<file path="config.mk">
export PLATFORM = sky130hd
export DESIGN_NAME = digitron_scan_flat
export DESIGN_NICKNAME = d
export VERILOG_FILES = /design/src/rtl/digitron_scan_if.sv /design/src/rtl/digitron_scan.sv /design/src/flat_wrapper.sv
export SDC_FILE = /design/constraint.sdc
export NUM_CORES = 1
export LEC_CHECK = 0
export CORE_MARGIN = 8
export CORE_UTILIZATION = 64
export CTS_BUF_LIST = sky130_fd_sc_hd__clkbuf_4 sky130_fd_sc_hd__clkbuf_8
export CTS_CLUSTER_SIZE = 24
export DETAILED_ROUTE_END_ITERATION = 12
export MAX_ROUTING_LAYER = met4
export PLACE_DENSITY = 0.95
export SYNTH_ARGS = -nofsm -noshare
export SYNTH_HDL_FRONTEND = slang
export SYNTH_SLANG_ARGS = --single-unit
</file>
<file path="constraint.sdc">
create_clock -name clk -period 4.75 [get_ports clk]
set_input_delay 0.95 -clock clk [delete_from_list [all_inputs] [get_ports clk]]
set_output_delay 0.95 -clock clk [all_outputs]
set_load 0.005 [all_outputs]
</file>
<file path="src/rtl/digitron_scan_if.sv">
// Display bus for digitron_scan: value to show, decimal-point and edit masks in;
// active-low segment/select drive and conversion strobe out.
interface digitron_scan_if;
  logic [19:0] number_on_digitron;
  logic [5:0]  point_position;
  logic [5:0]  shank_position;
  logic [7:0]  seg;
  logic [5:0]  sel;
  logic        conv_done;

  modport master (
    output number_on_digitron, point_position, shank_position,
    input  seg, sel, conv_done
  );

  modport slave (
    input  number_on_digitron, point_position, shank_position,
    output seg, sel, conv_done
  );
endinterface

</file>
<file path="src/rtl/digitron_scan.sv">
// Six-digit multiplexed 7-segment driver with a continuously running binary-to-BCD
// converter. Optional edit-digit blinking is built when DIGITRON_BLINK_EN is defined.
module digitron_scan #(
  parameter int SCAN_DIV  = 50000,
  parameter int BLINK_DIV = 250
) (
  input  logic            clk,
  input  logic            rst_n,
  digitron_scan_if.slave  bus
);

  localparam int PW = (SCAN_DIV > 1) ? $clog2(SCAN_DIV) : 1;
  localparam logic [PW-1:0] SCAN_LAST = PW'(SCAN_DIV - 1);

  typedef enum logic [1:0] {IDLE, CONV, LOAD} state_t;

  state_t      state_reg, state_next;
  logic [19:0] shift_reg, shift_next;
  logic [23:0] bcd_reg, bcd_next;
  logic [4:0]  iter_reg, iter_next;
  logic        ovf_pend_reg, ovf_pend_next;
  logic [23:0] display_reg, display_next;
  logic        ovf_reg, ovf_next;
  logic        conv_done_reg, conv_done_next;
  logic [23:0] bcd_adj;

  // Double-dabble correction: every BCD nibble >= 5 gets +3 before the shift
  generate
    for (genvar gi = 0; gi < 6; gi++) begin : g_adj
      assign bcd_adj[4*gi +: 4] = (bcd_reg[4*gi +: 4] >= 4'd5) ?
                                  bcd_reg[4*gi +: 4] + 4'd3 : bcd_reg[4*gi +: 4];
    end
  endgenerate

  always_comb begin
    state_next     = state_reg;
    shift_next     = shift_reg;
    bcd_next       = bcd_reg;
    iter_next      = iter_reg;
    ovf_pend_next  = ovf_pend_reg;
    display_next   = display_reg;
    ovf_next       = ovf_reg;
    conv_done_next = 1'b0;
    case (state_reg)
      IDLE: begin
        shift_next    = bus.number_on_digitron;
        bcd_next      = 24'd0;
        iter_next     = 5'd0;
        ovf_pend_next = (bus.number_on_digitron > 20'd999999);
        state_next    = CONV;
      end
      CONV: begin
        {bcd_next, shift_next} = {bcd_adj[22:0], shift_reg, 1'b0};
        iter_next = iter_reg + 5'd1;
        if (iter_reg == 5'd19) state_next = LOAD;
      end
      LOAD: begin
        display_next   = bcd_reg;
        ovf_next       = ovf_pend_reg;
        conv_done_next = 1'b1;
        state_next     = IDLE;
      end
      default: state_next = IDLE;
    endcase
  end

  always_ff @(posedge clk or negedge rst_n) begin
    if (!rst_n) begin
      state_reg     <= IDLE;
      shift_reg     <= 20'd0;
      bcd_reg       <= 24'd0;
      iter_reg      <= 5'd0;
      ovf_pend_reg  <= 1'b0;
      display_reg   <= 24'd0;
      ovf_reg       <= 1'b0;
      conv_done_reg <= 1'b0;
    end else begin
      state_reg     <= state_next;
      shift_reg     <= shift_next;
      bcd_reg       <= bcd_next;
      iter_reg      <= iter_next;
      ovf_pend_reg  <= ovf_pend_next;
      display_reg   <= display_next;
      ovf_reg       <= ovf_next;
      conv_done_reg <= conv_done_next;
    end
  end

  logic [PW-1:0] presc_reg;
  logic [2:0]    index_reg;
  logic [7:0]    seg_reg, seg_next;
  logic [5:0]    sel_reg, sel_next;
  logic          tick;
  logic [3:0]    digit [6];
  logic [3:0]    cur_digit;

  assign tick = (presc_reg == SCAN_LAST);

  // Digit 0 is the most significant nibble of the display register
  generate
    for (genvar gi = 0; gi < 6; gi++) begin : g_digit
      assign digit[gi] = display_reg[23 - 4*gi -: 4];
    end
  endgenerate

  function automatic logic [6:0] seg_code(input logic [3:0] d);
    case (d)
      4'd0:    seg_code = 7'h40;
      4'd1:    seg_code = 7'h79;
      4'd2:    seg_code = 7'h24;
      4'd3:    seg_code = 7'h30;
      4'd4:    seg_code = 7'h19;
      4'd5:    seg_code = 7'h12;
      4'd6:    seg_code = 7'h02;
      4'd7:    seg_code = 7'h78;
      4'd8:    seg_code = 7'h00;
      4'd9:    seg_code = 7'h10;
      default: seg_code = 7'h7F;
    endcase
  endfunction

`ifdef DIGITRON_BLINK_EN
  localparam int BW = (BLINK_DIV > 1) ? $clog2(BLINK_DIV) : 1;
  logic [BW-1:0] blink_cnt_reg;
  logic          blink_phase_reg;

  always_ff @(posedge clk or negedge rst_n) begin
    if (!rst_n) begin
      blink_cnt_reg   <= '0;
      blink_phase_reg <= 1'b0;
    end else if (tick) begin
      if (blink_cnt_reg == BW'(BLINK_DIV - 1)) begin
        blink_cnt_reg   <= '0;
        blink_phase_reg <= ~blink_phase_reg;
      end else begin
        blink_cnt_reg <= blink_cnt_reg + 1'b1;
      end
    end
  end
`endif

  always_comb begin
    cur_digit = 4'd0;
    for (int i = 0; i < 6; i++) begin
      if (index_reg == 3'(i)) cur_digit = digit[i];
    end
    sel_next      = ~(6'b000001 << index_reg);
    seg_next[6:0] = ovf_reg ? 7'h3F : seg_code(cur_digit);
    seg_next[7]   = ~bus.point_position[index_reg];
`ifdef DIGITRON_BLINK_EN
    if (blink_phase_reg && bus.shank_position[index_reg]) seg_next = 8'hFF;
`endif
  end

  always_ff @(posedge clk or negedge rst_n) begin
    if (!rst_n) begin
      presc_reg <= '0;
      index_reg <= 3'd0;
      seg_reg   <= 8'hFF;
      sel_reg   <= 6'b111111;
    end else begin
      presc_reg <= tick ? '0 : presc_reg + 1'b1;
      if (tick) index_reg <= (index_reg == 3'd5) ? 3'd0 : index_reg + 3'd1;
      seg_reg <= seg_next;
      sel_reg <= sel_next;
    end
  end

  assign bus.seg       = seg_reg;
  assign bus.sel       = sel_reg;
  assign bus.conv_done = conv_done_reg;

endmodule

</file>
<file path="src/flat_wrapper.sv">
// flat-port wrapper written by rule: the top's interface ports become plain ports
module digitron_scan_flat 
#(
  parameter int SCAN_DIV  = 50000,
  parameter int BLINK_DIV = 250
)
  (clk, rst_n, bus_number_on_digitron, bus_point_position, bus_shank_position, bus_seg, bus_sel, bus_conv_done);
  digitron_scan_if bus_i ();
  input  logic clk;
  input  logic rst_n;
  input wire logic [$bits(bus_i.number_on_digitron)-1:0] bus_number_on_digitron;
  input wire logic [$bits(bus_i.point_position)-1:0] bus_point_position;
  input wire logic [$bits(bus_i.shank_position)-1:0] bus_shank_position;
  output wire logic [$bits(bus_i.seg)-1:0] bus_seg;
  output wire logic [$bits(bus_i.sel)-1:0] bus_sel;
  output wire logic [$bits(bus_i.conv_done)-1:0] bus_conv_done;
  assign bus_i.number_on_digitron = bus_number_on_digitron;
  assign bus_i.point_position = bus_point_position;
  assign bus_i.shank_position = bus_shank_position;
  assign bus_seg = bus_i.seg;
  assign bus_sel = bus_i.sel;
  assign bus_conv_done = bus_i.conv_done;
  digitron_scan #(.SCAN_DIV(SCAN_DIV), .BLINK_DIV(BLINK_DIV)) u_core (.clk(clk), .rst_n(rst_n), .bus(bus_i));
endmodule
</file>
Yosys cells after proc, flatten, opt, wreduce, memory -nomap -nowiden

Memories as Yosys holds them, arrays and structs flattened.
Index checks and enable logic that the tools add are counted.

$add $sub $neg: 9
Order comparisons: 8
Eq/ne operators: 10
Shift-type cells: 1
Muxes and demuxes: 23
Bitwise logic cells: 2
Reductions and logical operators: 3

Operators by type and width:

| kind                    | count |
|---|---|
| $pmux W24 S2            | 1 |
| $mux W4                 | 11 |
| $pmux W20 S2            | 1 |
| $ge A4 B3 Y1 const B    | 6 |
| $add A4 B2 Y4 const B   | 5 |
| $gt A20 B20 Y1 const B  | 1 |
| $add A16 B1 Y16 const B | 1 |
| $eq A16 B16 Y1 const B  | 1 |
| $mux W16                | 1 |
| $pmux W5 S2             | 1 |
| $mux W7                 | 1 |
| $eq A3 B2 Y1 const B    | 2 |
| $eq A3 B3 Y1 const B    | 2 |
| $mux W3                 | 2 |
| $not A6 Y6              | 1 |
| $shl A1 B3 Y6 const A   | 1 |
| $add A5 B1 Y5 const B   | 1 |
| $eq A5 B5 Y1 const B    | 1 |
| $lt A3 B4 Y1 const B    | 1 |
| $pmux W2 S2             | 1 |
| $add A3 B1 Y3 const B   | 1 |
| $add A3 B2 Y3 const B   | 1 |
| $bmux W1 S3             | 1 |
| $eq A3 B1 Y1 const B    | 1 |
| other kinds (9)         | 10 |

Bits in registers: 111
Memory bits (read-only): 112
Input port bits: 34
Output and inout port bits: 15
Logic and storage cells: 69
Memories kept: 1

Memory list:

| memory          | depth | bits a word | read ports | clocked after memory_dff | write ports | RTL line             | RTL |
|---|---|---|---|---|---|---|---|
| (no name shown) | 16    | 7           | 1          | 0                        | 0           | digitron_scan.sv:107 | `case (d)` |

Depth between registers and ports, before layout

An unclocked memory read counts as a cell.

Depth in word-level cells: 9
Depth in mapped cells: 11

Worst setup path after synthesis

No wires, ideal clock.

Path type: register to register
Start point: reg u_core.index_reg[0]
End point: reg u_core.seg_reg[5] (netlist: u_core.bus.seg[5])
Arrival: 2.764 ns
Path slack: 1.909 ns
Stages on the path, launching flop included: 12
Buffers on the path: 2
Period minus slack after synthesis: 2.841 ns
Cell sequence: dfrtp_1 -> buf_6 -> clkbuf_1 -> and2_1 -> ha_1 -> or2_2 -> a221oi_1 -> a311oi_1 -> inv_1 -> ha_1 -> or3_1 -> a21o_1

Cells in the longest elaborated chain, start to end: 9

Ends and longest elaborated chain:

| element                | RTL line             | RTL |
|---|---|---|
| start, declared        | digitron_scan.sv:90  | `logic [2:0] index_reg;` |
| start signal, assigned | digitron_scan.sv:163 | `if (tick) index_reg <= (index_reg == 3'd5) ? 3'd0 : index_reg + 3'd1;` |
| $logic_not A3 Y1       | digitron_scan.sv:145 | `if (index_reg == 3'(i)) cur_digit = digit[i];` |
| $mux W4 (5 in series)  | digitron_scan.sv:145 |  |
| $mux W4 (*)            | digitron_scan.sv:145 |  |
| $mem_v2 Z16 W7 (*)     | -                    |  |
| $mux W7 (*)            | digitron_scan.sv:148 | `seg_next[6:0] = ovf_reg ? 7'h3F : seg_code(cur_digit);` |
| via u_core.seg_next[5] | digitron_scan.sv:91  | `logic [7:0] seg_reg, seg_next;` |
| end signal, assigned   | digitron_scan.sv:164 | `seg_reg <= seg_next;` |
| end, declared          | digitron_scan.sv:91  |  |

Mark *: on every way through the listed nets, which the timed path passes. The rest lies on a longest branch.
A chain may end at the register's enable or synchronous reset.

Final worst setup path

Ends and elaborated chain as after synthesis.

==> results.cfg <==
[drt]
drt_iter0_markers = 203
vias_per_cell = 5.86
drt-total-wl_mm = 10.4
dr.pass1.iters = 4
ant_nets = 0
vias = 3817
drc = 0
wl_per_cell_um = 16.0

[clocking]
clkSinkCount = 111
cts_hold_buf = 0
cts_made_buffers = 9
root_buffer = clkbuf_8
cts_tree = done
cts_setup_buffers = 0
cts.clk_slew.worst_paths_ns = 0.10
ctsHtreeMaxLevel = 3
cts_resized = 0
clk_latency_ns = 0.37
cts_buffer_depth = 2

[yosys]
synth_fa_ha_area_share_pct = 3.72
synth_compound_area_share_pct = 13.5
synth.avg_cell_area_sq_um = 10.6
synth_xor_area_share_pct = 4.23
netlist_area_sq_um = 5390
synth-simple-area-share_pct = 13.2
synthCells = 507
synth_ff_type = dfrtp_1
synth.distinct_cells = 52
synth_top_family_by_area = compound AO/OA/AOI/OAI gates
ys_seq_elements = 111
ys_seq_area_share_pct = 51.9
synth_warnings = 0
synth_edf_count = 0
synth_fp_nets = 557
async_reset_ff_share_pct = 100
synth.mux.area_fraction_pct = 10.0

[setup_path]
max_stage_delay_ns = 0.94
crit_slowest_cell = dfrtp_1
critPathMostFrequentCell = ha_1
crit_family = flip-flops
end_kind = flop
critPathRequiredTime_ns = 5.06
critPathArrivalTime_ns = 3.56
crit_chain = and2_1 > ha_1 > or2_2 > a221oi_1 > a311oi_1 > inv_1 > ha_1 > or3_1 > a21o_1
path_buf_inv = 1
critPathMaxFanout = 22
path_class = flop to flop
rrSetupSlack_ns = 1.50
critPathLaunchType = flop

[power]
pwr-share-clk_pct = 30.0
power_leakage_nw = 2.74
powerDensity_nw_per_um2 = 286
switching_share_pct = 24.8
p_total_mw = 1.73
p_int_mw = 1.30
p_seq_share_pct = 61.5
comb_power_share_pct = 8.4
switchingPower_uw = 428
ir_worst_vdd_mv = 0.141

[cells_and_area]
multi_input_area_sq_um = 2410
mostFrequentLayoutCell = dfrtp_1
antennaDiodeCount = 0
nets = 591
seqCellArea_sq_um = 2800
syn2layout_area_growth_pct = 12.2
drive_gt1_share_pct = 12.8
mostFrequentLayoutCells = 96 x dfrtp_1, 64 x nand2_1, 53 x o21ai_0
stdcell_count = 651
nFillCells = 533

[timing]
setup_tns_ns = 0
finClkSkew_ns = 0.0143
tightestPinTransition_ns = 0.921
fin_crit_sh_pct = 68.5
fmax_mhz = 307
rsz0062_at_grt = no
maxSlewHeadroom_pct = 38.6
slew_violations = 0
setup_violations = 0
period_minus_slack_ns = 3.25
hold_viol = 0

[die]
fp.dieArea_sq_um = 11600
core-area_sq_um = 8180
die_x_um = 108
pin_count = 49
fp.dieH_um = 108
fp-row-count = 33
initial_core_util_pct = 65.9

[global_route]
grt_pass1_wl_mm = 18.3
grt_use_total_pct = 19.8
antenna_found_initial = 0
grt_max_degree = 77
overflow = 0
first_global_vias = 3898

[worst_hold_path]
min-delay-path-class = flop to flop

[placement]
dp_cells = 635
place.gp.congestion = 0.809
io_buffer_count = 42
dp_hpwl_mm = 7.27

[run]
drv_cap = 0

[run_status]
status = completed
-- per-stage QoR --
stage	hold slack [ns]	util [%]	worst slack [ns]	area, sq um
after CTS	0.500	73.9	1.53	6040
final	0.497	73.9	1.50	6040
after global placement	0.454	71.8	1.71	5870
after global routing	0.531	73.9	1.15	6040
after detailed placement	0.474	71.8	1.57	5870
after floorplan	0.438	-	1.91	5390
-- worst min-delay path, cell delays in order (launching register included) --
cell,delay [ns]
dfrtp_1,0.36
nand2_1,0.05
o21ai_0,0.06
-- synthesized netlist by cell type (2+ instances only) --
cell type / number / share of area [%]
a21o_1: 3 / 0.42
a21oi_1: 17 / 1.6
a221oi_2: 2 / 0.56
a22o_1: 10 / 1.6
and2_1: 2 / 0.23
and3_1: 2 / 0.23
and4_1: 3 / 0.49
buf_1: 7 / 0.49
buf_2: 3 / 0.28
buf_6: 2 / 0.42
clkbuf_1: 12 / 0.84
dfrtp_1: 97 / 45
dfstp_2: 14 / 6.8
ha_1: 16 / 3.7
inv_1: 20 / 1.4
mux2_2: 22 / 4.6
mux2i_1: 27 / 5.0
nand2_1: 64 / 4.5
nand2b_1: 11 / 1.3
nand3_1: 8 / 0.74
nand3b_1: 5 / 0.70
nand4_1: 3 / 0.35
nor2_1: 31 / 2.2
nor2b_1: 6 / 0.70
nor3_1: 4 / 0.37
nor3b_1: 2 / 0.28
o21ai_0: 53 / 4.9
o21bai_1: 6 / 0.84
o31ai_1: 6 / 0.84
o41ai_1: 2 / 0.33
or3_1: 2 / 0.23
xnor2_1: 14 / 2.3
xor2_1: 12 / 2.0
-- area by class of cell --
type | count | share of cell area [%]
repair buffers | 47 | 7.53
multi-input cells | 352 | 39.8
inverters | 20 | 1.24
well taps | 105 | 2.17
clock buffers | 10 | 2.17
flip-flops and latches | 111 | 46.3
clock inverters | 6 | 0.766
-- routing by layer --
metal / part of all wire, % / GRT usage [%]
met5: 0 / -
met4: 1.2 / 7.33
met3: 3.7 / 2.87
met2: 50 / 32.0
met1: 45 / 24.8
-- path summary, 6_finish.rpt --
path | cells after the start | startpoint | end
worst min-delay path | 2 | u_core.shift_reg[3] | u_core.shift_reg[3]
min in group asynchronous | 1 | rst_n | u_core.presc_reg[9]
max in group asynchronous | 2 | rst_n | u_core.state_reg[1]
worst max-delay path | 9 | u_core.index_reg[0] | u_core.bus.seg[5]
worst min register to register | 2 | u_core.shift_reg[3] | u_core.shift_reg[3]
worst max register to register | 9 | u_core.index_reg[0] | u_core.bus.seg[5]
-- cell families (layout without fill, tap and decap cells) --
kind of cell	after synthesis	count (layout)
AO/OA/AOI/OAI	111	111
XOR/XNOR	26	26
adder cells (fa/ha/maj)	16	16
buffers and inverters	44	83
flip-flops	111	111
multiplexers	50	50
AND/OR/NAND/NOR	149	149
-- power groups by stage --
stage                     combinational (mW)  sequential [mW]  clock [mW]
after detailed placement               0.147             1.08           0
after floorplan                       0.0840             1.06           0
after CTS                              0.148             1.06       0.527
after global routing                   0.163             1.07       0.562
final                                  0.146             1.06       0.518
after global placement                 0.138             1.08           0
Power figures use the tool's default switching activity.
